`src/rtl/inta_sequencer.sv`:
```
// rtl/inta_sequencer.sv - two-pulse interrupt acknowledge sequencer with vector capture
module inta_sequencer #(
   parameter int PULSE_W = 2,
   parameter int GAP_W   = 2
) (
   input  logic        CLK,
   input  logic        _RST,
   input  logic        INT,
   input  logic        IF_EN,
   input  logic [7:0]  DATA_IN,
   output logic        _INTA,
   output logic [7:0]  VEC,
   output logic        VEC_VALID,
   input  logic        VEC_READY,
   output logic        BUSY,
   output logic [15:0] ACK_CNT
);

   typedef enum logic [2:0] {IDLE, P1_LOW, GAP, P2_LOW, HOLD} state_t;

   localparam logic [3:0] PULSE_LD = 4'(PULSE_W - 1);
   localparam logic [3:0] GAP_LD   = 4'(GAP_W - 1);

   state_t      state, state_nxt;
   logic [3:0]  cnt, cnt_nxt;
   logic        int_m, int_s;
   logic        inta_q, busy_q, vec_valid_q;
   logic [7:0]  vec_q;
   logic [15:0] ack_cnt_q;
   logic        capture, handshake;

   always_comb begin
      state_nxt = state;
      cnt_nxt   = cnt;
      capture   = 1'b0;
      handshake = 1'b0;
      case (state)
         IDLE: begin
            if (int_s && IF_EN) begin
               state_nxt = P1_LOW;
               cnt_nxt   = PULSE_LD;
            end
         end
         P1_LOW: begin
            if (cnt == 4'd0) begin
               state_nxt = GAP;
               cnt_nxt   = GAP_LD;
            end else begin
               cnt_nxt = cnt - 4'd1;
            end
         end
         GAP: begin
            if (cnt == 4'd0) begin
               state_nxt = P2_LOW;
               cnt_nxt   = PULSE_LD;
            end else begin
               cnt_nxt = cnt - 4'd1;
            end
         end
         P2_LOW: begin
            if (cnt == 4'd0) begin
               state_nxt = HOLD;
               capture   = 1'b1;
            end else begin
               cnt_nxt = cnt - 4'd1;
            end
         end
         HOLD: begin
            // VEC_VALID is always high in HOLD, so READY alone completes the handshake
            if (VEC_READY) begin
               state_nxt = IDLE;
               handshake = 1'b1;
            end
         end
         default: state_nxt = IDLE;
      endcase
   end

   // Strobe and busy are registered from the next state so they change with the state flop
   always_ff @(posedge CLK or negedge _RST) begin
      if (!_RST) begin
         int_m       <= 1'b0;
         int_s       <= 1'b0;
         state       <= IDLE;
         cnt         <= 4'd0;
         inta_q      <= 1'b1;
         busy_q      <= 1'b0;
         vec_q       <= 8'h00;
         vec_valid_q <= 1'b0;
         ack_cnt_q   <= 16'h0000;
      end else begin
         int_m  <= INT;
         int_s  <= int_m;
         state  <= state_nxt;
         cnt    <= cnt_nxt;
         inta_q <= !((state_nxt == P1_LOW) || (state_nxt == P2_LOW));
         busy_q <= (state_nxt != IDLE);
         if (capture) begin
            vec_q       <= DATA_IN;
            vec_valid_q <= 1'b1;
         end
         if (handshake) begin
            vec_valid_q <= 1'b0;
            if (ack_cnt_q != 16'hFFFF) ack_cnt_q <= ack_cnt_q + 16'd1;
         end
      end
   end

   assign _INTA     = inta_q;
   assign BUSY      = busy_q;
   assign VEC       = vec_q;
   assign VEC_VALID = vec_valid_q;
   assign ACK_CNT   = ack_cnt_q;

endmodule
```
`config.mk`:
```
export PLATFORM = sky130hd
export DESIGN_NAME = inta_sequencer
export DESIGN_NICKNAME = d
export VERILOG_FILES = /design/src/rtl/inta_sequencer.sv
export SDC_FILE = /design/constraint.sdc
export NUM_CORES = 1
export LEC_CHECK = 0
export BUFFER_PORTS_ARGS = -buffer_cell sky130_fd_sc_hd__buf_2
export CAP_MARGIN = 10
export CORE_ASPECT_RATIO = 0.5
export CORE_MARGIN = 2
export CORE_UTILIZATION = 40
export DETAILED_ROUTE_END_ITERATION = 10
export PLACE_DENSITY = 0.74
export SLEW_MARGIN = 10
export SYNTH_ARGS = -nofsm -noshare
export SYNTH_HDL_FRONTEND = slang
export SYNTH_SLANG_ARGS = --single-unit
export TNS_END_PERCENT = 5
```
`constraint.sdc`:
```
create_clock -name CLK -period 2.4 [get_ports CLK]
set_input_delay 0.24 -clock CLK [delete_from_list [all_inputs] [get_ports CLK]]
set_output_delay 0.24 -clock CLK [all_outputs]
set_load 0.02 [all_outputs]
```
### Yosys cells after proc, flatten, opt, wreduce, memory -nomap -nowiden

Cells that the tools add are included.
W data, S select, Z words.

* output and inout port bits: 27
* word-level logic and storage cells: 47
* register bits: 36

* $add $sub $neg: 2
* multiplexer cells: 16
* reduce and logical (&&, ||, !) cells: 11
* equality and inequality tests: 9

Operators with widths (number)
* $add A16 B1 Y16 const B: 1
* $ne A16 B16 Y1 const B: 1
* $mux W3: 5
* $pmux W3 S5: 1
* $mux W4: 3
* $pmux W4 S3: 1
* $eq A3 B2 Y1 const B: 3
* $eq A3 B1 Y1 const B: 2
* $mux W1: 6
* $reduce_bool A3 Y1: 2
* $logic_not A4 Y1: 1
* $ne A2 B2 Y1 const B: 2
* $sub A4 B1 Y4 const B: 1
* $eq A3 B3 Y1 const B: 1
* $logic_not A3 Y1: 1
* $reduce_and A3 Y1: 1
* $reduce_and A2 Y1: 1
* $reduce_bool A2 Y1: 1
* $reduce_or A2 Y1: 1
* $logic_and A1 B1 Y1: 1
* $logic_not A1 Y1: 1
* $logic_or A1 B1 Y1: 1

### Depth between registers and ports, before layout

* depth after elaboration: 6
* depth in mapped cells: 8
* gate-level depth less buffers: 6

### Least setup slack after synthesis

No wires, ideal clock.

* path type: reg2reg
* start: register cnt[0]
* end: register cnt[3]
* stages on the path, launching flop included: 8
* slack: 607 ps
* buffers on the path: 1
* arrival: 1716 ps
* period minus slack after synthesis: 1793 ps
* cell sequence: dfrtp_1 > inv_1 > ha_1 > and4bb_1 > buf_6 > a221o_1 > or3_1 > a21oi_1

* longest elaborated chain between the ends: 3
* elaborated cells between the ends (all ways): 7
* those cells by class: add/sub (1); eq/ne (1); mux (3); reduce/logical (2)

Ends and longest elaborated chain
* start, declared: line 25 `logic [3:0] cnt, cnt_nxt;`
* start signal, assigned: line 95 `cnt <= cnt_nxt;`
* $sub A4 B1 Y4 or $logic_not A4 Y1 (tied branches)
* $mux W4 (tied with other cells): line 61 `if (cnt == 4'd0) begin`
* $pmux W4 S3 or $reduce_and A3 Y1 (tied branches)

Several ways; a longest one is shown, not always the timed one. The select of a mux whose other input is x is not followed.
A chain may end at the register's enable or synchronous reset.

### Worst setup path in the final report

* start: register cnt[0]
* end: register vec_q[7], in the netlist VEC[7]

* longest elaborated chain between the ends: 3

Ends and longest elaborated chain
* $logic_not A4 Y1: line 61
* $mux W1: line 61
* $mux W1: line 37 `case (state)`
* end signal, assigned: line 88 `vec_q <= 8'h00;`
* end signal, assigned: line 99 `vec_q <= DATA_IN;`
* end, declared: line 28 `logic [7:0] vec_q;`

Every way passes these cells.

==> metrics.md <==
| Metric | Value |
|---|---|
| Mapped Area | 1650 um^2 |
| Die Ht | 49.4 um |
| Clock Path Buffers | 2 |
| Finished Cell Area | slightly below 2000 um^2 |
| Uppermost layer routed | met4 |
| Die Width | between 90 and 100 um |
| CP max stage delay | 0.41 ns |
| Dpl cells | 231 |
| Vias in the first global route | 1,208 |
| Slowest-stage cell, CP | mux2_2 |
| Worst path required time | 2.57 ns |
| Cell Rows | 16 |
| Post-CTS setup buffers | 0 |
| # hold bufs at CTS | 0 |
| Critical R2R Launch | cnt[0] |
| Crit path setup slack, layout | 0.451 ns |
| Syn nets | about 160 |
| Tmin final | 1.95 ns |
| Final Non-Filler Cells | between 200 and 250 |
| Critical path launch point | cnt[0] |
| Global-route wire length before repair | roughly 5400 um |
| CTS H-Tree Depth | 2 |
| Setup slack at placement | 0.466 ns |
| Initial DRC Count | 30 |
| Port Buffers | 39 |
| Fin. Hold Viols | 0 |
| Flop2flop setup slack | 0.45 ns |
| # DRC | 0 |
| Most frequent cells in the layout | 39 x buf_2, 35 x dfrtp_1, 14 x xor2_1, 9 x mux2_2 |
| CP Launch Type | register |
| Total negative setup slack | 0 ns |
| CTS Sinks | 36 |
| M1 WL | between 1000 and 1500 um |
| Initial Util | 0.421 |
| Worst Path Class, Setup | reg2reg |
| Boundary Pins | 40 |
| # resized after CTS | 0 |
| Max VDD drop | 0.307 mV |
| Die footprint | 4690 um^2 |
| Status | completed |
| CP endpoint | VEC[7] |
| Critical Path AT | 2.12 ns |
| Yosys Warn Count | 0 |
| Worst slew margin relative to its limit | 0.497 |
| Worst Setup End Kind | register |
| Unrepaired setup endpoints after global routing | false |
| Drt wl/cell | approximately 13 um |
| Slew Viols, Final | 0 |
| Antenna violations before repair | 0 |
| Root Driver | clkbuf_8 |
| Diode count | 0 |
| Total grt overflow | 0 |
| Fmax achieved | 0.513 GHz |
| Met3 WL | 149 um |
| CTS tree | yes |
| CORE AREA | 3920 um^2 |
| Yosys reg bits | 36 |
| Met2 WL | 1620 um |
| NumNets Final | just under 200 |
| DRT Pass-1 Iters | 4 |
| Slew @ Worst Pin | 0.754 ns |
| Skew final | about 0.0025 ns |
| Commonest non-fill, non-tap cell in the layout | buf_2 |
| Register area share after synthesis | 0.547 |
| Min Hold Slack | 0.0169 ns |
| Synthesized instance count | 142 |
| Placer Congestion | 0.881 |
| Final ANT Viol Nets | 0 |
| Hold crit path type | in2async |
| Clk pin slew, worst setup/hold paths | ~0.07 ns |
| Period utilisation layout | 0.812 |
| Synth cell types | 39 |
| Layout area overhead | 20.2% |
| HPWL after DPL | about 2200 um |
| DR vias | 1,235 |
| CP Cell Sequence | inv_1 -> ha_1 -> and4bb_1 -> nand3b_1 -> mux2_2 |
| Mean number of vias per cell | 5.17 |
| FF-to-FF End | VEC[7] |
| CP max FO | 10 |
| Area after DPL | 1890 um^2 |
| CTS buffer count | 5 |
| CP delay by family, top | simple AND/OR/NAND/NOR gates |
| Buf+Inv Stages, Crit Path | 1 |
| Largest net degree at the start of global routing | 37 |
| Number of cells on the worst reg-to-reg path | 5 |
| Pwr Density | 1030 nW/um^2 |
| Share of cells above drive strength 1 | 0.341 |
| DRT Wirelength | 3170 um |
| Final setup viols | 0 |
| Mean area per synthesized cell | 11.6 um^2 |
| Pleak | approximately 1 nW |
| Clock Latency Late Sink | 0.28 ns |
| Tot GR Track Use | 0.151 |
| Stages on the worst setup path | 5 |
| Max-cap violations | 0 |
-- worst reg2reg max path, stage by stage (launching register included) --
cell and delay [ns]:
dfrtp_1 0.37, inv_1 0.09, ha_1 0.20, and4bb_1 0.38, nand3b_1 0.40, mux2_2 0.41
-- cell type report --
cell class | instances | area, um^2
Fill cell | 369 | 1940
Sequential cell | 36 | 902
Clock buffer | 8 | 90.1
Inverter | 3 | 11.3
Timing Repair Buffer | 41 | 210
Multi-Input combinational cell | 97 | 702
Tap cell | 54 | 67.6
-- registers in the layout (all words and copies together) (netlist names) --
name and count:
ACK_CNT 16, BUSY 1, VEC 8, VEC_VALID 1, _INTA 1, cnt 4
int_m 1, int_s 1, state 3
-- layer usage --
layer	vias to the layer above	track usage
li1	600	-
met4	0	0.0700
met2	26	0.262
met1	604	0.169
met3	5	0.0464
met5	-	0
-- metrics by stage --
step / utilization / total power (W)
4_1_cts: 0.505 / 0.00206
3_5_place_dp: 0.482 / 0.00162
5_1_grt: 0.505 / 0.00218
6_report: 0.505 / 0.00204
3_3_place_gp: 0.482 / 0.00159
2_1_floorplan: - / 0.00142
-- cell families after synthesis --
logic type / after synthesis / synth area share
buffers and inverters: 9 / 0.0280
XOR/XNOR: 16 / 0.0849
AND/OR/NAND/NOR: 56 / 0.205
multiplexers: 9 / 0.0614
AO/OA/AOI/OAI: 14 / 0.0584
adder cells (fa/ha/maj): 2 / 0.0152
flip-flops: 36 / 0.547
-- worst min-delay path by stage --
stage,cells after the start,slack [ns],end
final,1,0.02,ACK_CNT[1]
after global routing,1,0.04,int_m
after CTS,1,0.05,ACK_CNT[9]
after detailed placement,0,0.34,int_s
after global placement,0,0.34,int_s
after floorplan,0,-0.06,ACK_CNT[0]
-- report_power, final --
group	internal, W	total (W)	switching [W]
Clock	0.000234	0.000431	0.000198
Combinational	0.000313	0.000698	0.000385
Sequential	0.000781	0.000909	0.000128
Total	0.00133	0.00204	0.000711
-- synthesized netlist by cell type (all sizes together) --
master | n | area share
a211oi | 2 | 0.0091
a21oi | 3 | 0.0091
a221o | 1 | 0.0061
a221oi | 1 | 0.0053
a22o | 1 | 0.0053
and2b | 1 | 0.0046
and3 | 1 | 0.0038
and3b | 1 | 0.0061
and4 | 1 | 0.0053
and4bb | 2 | 0.015
buf | 5 | 0.019
clkbuf | 1 | 0.0023
dfrtp | 35 | 0.53
dfstp | 1 | 0.016
ha | 2 | 0.015
inv | 3 | 0.0068
mux2 | 9 | 0.061
nand2 | 8 | 0.018
nand3 | 5 | 0.015
nand3b | 2 | 0.0091
nand4 | 6 | 0.023
nand4bb | 1 | 0.0068
nor2 | 8 | 0.018
nor3 | 9 | 0.033
nor3b | 2 | 0.0091
nor4 | 3 | 0.011
o2111ai | 1 | 0.0053
o21ai | 3 | 0.0091
o21bai | 1 | 0.0046
o31ai | 1 | 0.0046
or2 | 1 | 0.0038
or2b | 1 | 0.0046
or3 | 3 | 0.011
or4 | 1 | 0.0068
xnor2 | 2 | 0.011
xor2 | 14 | 0.074
Power figures use the tool's default switching activity.
